$ cat src/rtl/alu_seq_ctrl.sv
// rtl/alu_seq_ctrl.sv - multi-cycle SHR/MUL sequencer driving a combinational ALU (optional MUL via SEQ_MUL_EN)
module alu_seq_ctrl #(
  parameter int W = 8
) (
  input  logic         clk,
  input  logic         reset,
  input  logic         req_valid,
  output logic         req_ready,
  input  logic         req_kind,
  input  logic [W-1:0] req_a,
  input  logic [W-1:0] req_n,
  output logic [2:0]   alu_op,
  output logic [W-1:0] alu_a,
  output logic [W-1:0] alu_b,
  input  logic [W-1:0] alu_rslt,
  output logic         rsp_valid,
  input  logic         rsp_ready,
  output logic [W-1:0] rsp_data,
  output logic         rsp_err
);

  typedef enum logic [1:0] {
    IDLE = 2'd0,
    RUN  = 2'd1,
    RESP = 2'd2
  } state_t;

  localparam logic [2:0]   OP_NOP = 3'b000;
  localparam logic [2:0]   OP_SHR = 3'b001;
  localparam logic [2:0]   OP_ADD = 3'b010;
  localparam logic [W-1:0] W_CNT  = W'(W);
  localparam logic [W-1:0] ONE    = W'(1);

  state_t       state;
  state_t       next_state;
  logic [W-1:0] acc;
  logic [W-1:0] cnt;

  logic [W-1:0] shr_cnt;
  logic [W-1:0] load_cnt;
  logic [W-1:0] load_acc;
  logic         load_err;

`ifdef SEQ_MUL_EN
  logic         kind;
  logic [W-1:0] addend;
`endif

  // Request decode: initial count, accumulator seed and error flag for an accept.
  always_comb begin
    shr_cnt  = (req_n > W_CNT) ? W_CNT : req_n;
    load_cnt = shr_cnt;
    load_acc = req_a;
    load_err = 1'b0;
    if (req_kind) begin
`ifdef SEQ_MUL_EN
      load_cnt = req_n;
      load_acc = '0;
      load_err = 1'b0;
`else
      // MUL unsupported: skip straight to an error response with zero data.
      load_cnt = '0;
      load_acc = '0;
      load_err = 1'b1;
`endif
    end
  end

  // State register.
  always_ff @(posedge clk) begin
    if (reset) state <= IDLE;
    else       state <= next_state;
  end

  // Next-state and output decode; ALU is driven only while in RUN.
  always_comb begin
    next_state = state;
    req_ready  = 1'b0;
    rsp_valid  = 1'b0;
    alu_op     = OP_NOP;
    alu_a      = '0;
    alu_b      = '0;
    case (state)
      IDLE: begin
        req_ready = 1'b1;
        if (req_valid) next_state = (load_cnt == '0) ? RESP : RUN;
      end
      RUN: begin
        alu_a  = acc;
        alu_op = OP_SHR;
`ifdef SEQ_MUL_EN
        if (kind) begin
          alu_op = OP_ADD;
          alu_b  = addend;
        end
`endif
        if (cnt == ONE) next_state = RESP;
      end
      RESP: begin
        rsp_valid = 1'b1;
        if (rsp_ready) next_state = IDLE;
      end
      default: next_state = IDLE;
    endcase
  end

  // Datapath: load on accept, fold ALU result back each RUN cycle, capture response.
  always_ff @(posedge clk) begin
    if (reset) begin
      acc      <= '0;
      cnt      <= '0;
      rsp_data <= '0;
      rsp_err  <= 1'b0;
`ifdef SEQ_MUL_EN
      kind     <= 1'b0;
      addend   <= '0;
`endif
    end else begin
      case (state)
        IDLE: begin
          if (req_valid) begin
            acc     <= load_acc;
            cnt     <= load_cnt;
            rsp_err <= load_err;
            if (load_cnt == '0) rsp_data <= load_acc;
`ifdef SEQ_MUL_EN
            kind    <= req_kind;
            addend  <= req_a;
`endif
          end
        end
        RUN: begin
          acc <= alu_rslt;
          cnt <= cnt - ONE;
          if (cnt == ONE) rsp_data <= alu_rslt;
        end
        default: begin
        end
      endcase
    end
  end

  // ALU OP_ADD is referenced only when MUL is built in.
  logic unused_op;
  assign unused_op = ^OP_ADD;

endmodule

$ cat config.mk
export PLATFORM = sky130hd
export DESIGN_NAME = alu_seq_ctrl
export DESIGN_NICKNAME = d
export VERILOG_FILES = /design/src/rtl/alu_seq_ctrl.sv
export SDC_FILE = /design/constraint.sdc
export NUM_CORES = 1
export LEC_CHECK = 0
export ABC_AREA = 0
export CAP_MARGIN = 5
export CORE_ASPECT_RATIO = 1.5
export CORE_MARGIN = 3
export CORE_UTILIZATION = 39
export DETAILED_ROUTE_END_ITERATION = 12
export HOLD_SLACK_MARGIN = 0.1
export PLACE_DENSITY = 0.74
export SLEW_MARGIN = 25
export SYNTH_ARGS = -nofsm -noshare
export SYNTH_HDL_FRONTEND = slang
export SYNTH_SLANG_ARGS = --single-unit
export TNS_END_PERCENT = 5
$ cat constraint.sdc
create_clock -name clk -period 1.56 [get_ports clk]
set_input_delay 0.39 -clock clk [delete_from_list [all_inputs] [get_ports clk]]
set_output_delay 0.39 -clock clk [all_outputs]
set_load 0.05 [all_outputs]
==> impl_metrics.yaml <==
sta:
  drv_slew: 0
  hold_viol: 0
  fin_crit_sh: 1.149
  rsz0062_at_grt: "yes"
  min_period_ns: 1.792
  finalSetupViolCount: 19
  setup_slack_ns: -0.2325
  skew_ns: 0.009823
  fmax_mhz: 557.9
placed_design:
  place_inst: 275
  gp_congestion: 0.8582
  pre_cts_slack_ns: -0.5699
  hpwl_mm: 2.992
  io_buffers: 48
die:
  die_h_um: 81.93
  pin_count: 59
  initial_core_util: 0.4071
  core_mm2: 0.003682
  dieArea_mm2: 0.004639
  fp.dieW_um: 56.62
  rows: 27
critical_path:
  critPathRequiredTime_ns: 1.17
  crit_fanout: 5
  cp_slowest_stage_delay_ns: 0.36
  arrival_ns: 1.40
  crit_type: "reg2out"
  cp_cell_sequence: "or2b_4, inv_6, clkbuf_16, and2_4, buf_12"
  slowest_stage: "dfxtp_4"
  worst_setup_path_end_kind: "output port"
  crit_buf_inv: 3
  cpLargestDelayFamily: "simple AND/OR/NAND/NOR gates"
  critPathLaunchType: "flop"
yosys:
  syn_inst: 175
  ys.flop_type: "dfxtp_1"
  syn_avg_cell_area_um2: 8.565
  synthArstFlopShare: 0
  synth_largest_area_cell: "dfxtp_1"
  netlist.area_leader.share: 0.3606
  synth_cell_types: 42
  ys_warn_count: 0
  ys_top_cells_by_area: "dfxtp_1, a21oi_1, a211oi_2"
  syn_area_mm2: 0.001499
  synth_enable_flop_cells: 0
  yosysMostFrequentCell: "dfxtp_1"
  synth_common_cells: "dfxtp_1, a21oi_1, nor2_1"
  ys_seq_area_frac: 0.3606
  ys_ff_latch: 27
cts:
  insertion_delay_ns: 0.27
  cts_max_path_buffers: 2
  cts_tree: "yes"
  cts.sink_count: 27
  root_buffer: "clkbuf_8"
  htree_levels: 1
  clk_pin_slew_ns: 0.10
  cts_buffers: 3
  holdBufCountCts: 0
global_routing:
  antenna_found_initial: 0
  grt_pass1_wl_mm: 6.396
  grt.overflow.total: 0
  grt_max_degree: 28
  grt_usage: 0.1720
  grt_pass1_vias: 1469
finish:
  fin_nets: 284
  drive_above_1_share: 0.4484
  utilization: 0.7261
  instances_no_fill: 295
  antennaDiodeCount: 0
  area_growth_pct: 78.38
run_status:
  failed_checks: "setup timing"
  status: "complete, but fails checks"
routing:
  detail_route.first_pass.iterations: 4
  via_per_inst: 5.285
  wl_mm: 4.425
  wl_per_cell_um: 15.00
  drtIter0Drc: 39
  dr_total_vias: 1559
  route.detailed.drc: 0
  ant_nets: 0
worst_hold_path:
  hold_path.class: "reg2reg"
pwr:
  vdd.ir_drop.worst_mv: 0.6657
  pwr_density_cell_mw_per_mm2: 822.0
  p_total_w: 0.002198
  cellLeakagePower_nw: 1.057
job:
  cap_violations: 0
[worst paths after layout]
kind	startpoint	depth (start not counted)	end	slack [ns]
worst min-delay path	acc[2]	2	acc[2]	0.51
worst max-delay path	state[0]	5	alu_a[5]	-0.23
worst min register to register	acc[2]	2	acc[2]	0.51
worst max register to register	state[0]	7	cnt[3]	-0.10
[cells in the final DEF, fill, tap and decap left out, drive strengths merged, types with 6 or more instances in the layout]
cell type | Yosys | layout
nand2 | 6 | 6
a21oi | 24 | 24
buf | 16 | 59
and2 | 9 | 9
nand3 | 7 | 7
conb | 1 | 10
dfxtp | 27 | 27
a211oi | 16 | 16
nor3b | 10 | 10
clkdlybuf4s50 | 0 | 19
nor2 | 19 | 19
[worst reg2reg max path, stage by stage (launching register included)]
cell	delay, ns
dfxtp_4	0.36
or2b_4	0.29
inv_6	0.09
buf_4	0.11
buf_4	0.13
nand3_1	0.10
or3_1	0.33
a31oi_1	0.18
[layout make-up]
type / instances / area (µm²)
well taps: 43 / 53.80
repair buffers: 87 / 1030
multi-input cells: 130 / 973.4
clock buffers: 3 / 41.29
flip-flops and latches: 27 / 548.0
inverters: 4 / 20.02
clock inverters: 1 / 7.507
fillers: 249 / 1008
[per-layer routing]
metal | global-route usage | vias up | share of wire
met5 | 0 | - | 0
met4 | 0.09026 | 0 | 0.027
met3 | 0.02516 | 13 | 0.053
met2 | 0.3542 | 52 | 0.58
met1 | 0.1576 | 741 | 0.34
li1 | - | 753 | -
[cell families (layout without fill, tap and decap cells)]
group                    count (synthesis)  count (layout)  share of synthesized area
other                                    1              10                   0.002502
AO/OA/AOI/OAI                           51              51                     0.2429
flip-flops                              27              27                     0.3606
buffers and inverters                   27              95                     0.1102
adder cells (fa/ha/maj)                  2               2                    0.01669
multiplexers                             1               1                   0.007512
AND/OR/NAND/NOR                         64              64                     0.2479
XOR/XNOR                                 2               2                    0.01169
[state kept, by name, indices dropped and copies added, names as in the netlist]
name / count
rsp_err: 1
acc: 8
rsp_data: 8
cnt: 8
state: 2
[power breakdown]
group / switching, W / internal, W
Sequential: 0.0000633 / 0.000756
Clock: 0.000226 / 0.000181
Combinational: 0.000493 / 0.000479
Total: 0.000782 / 0.00142
[repair_timing]
item | in CTS | in global routing
buffers inserted | 9 | 6
gates resized for setup | 27 | 22
endpoints found under the setup margin | 28 | 30
pin swaps | 6 | 10
gates cloned | 0 | 1
[per-stage QoR]
stage / setup TNS [ns] / instance area (µm²) / hold WS (ns)
after global routing: -3.677 / 2674 / 0.5287
after floorplan: -0.03580 / 1579 / 0.4628
final: -2.331 / 2674 / 0.5058
after global placement: -7.641 / 2349 / 0.4802
after detailed placement: -8.266 / 2349 / 0.4921
after CTS: -1.999 / 2504 / 0.5060
(Power assumes the default switching activity.)
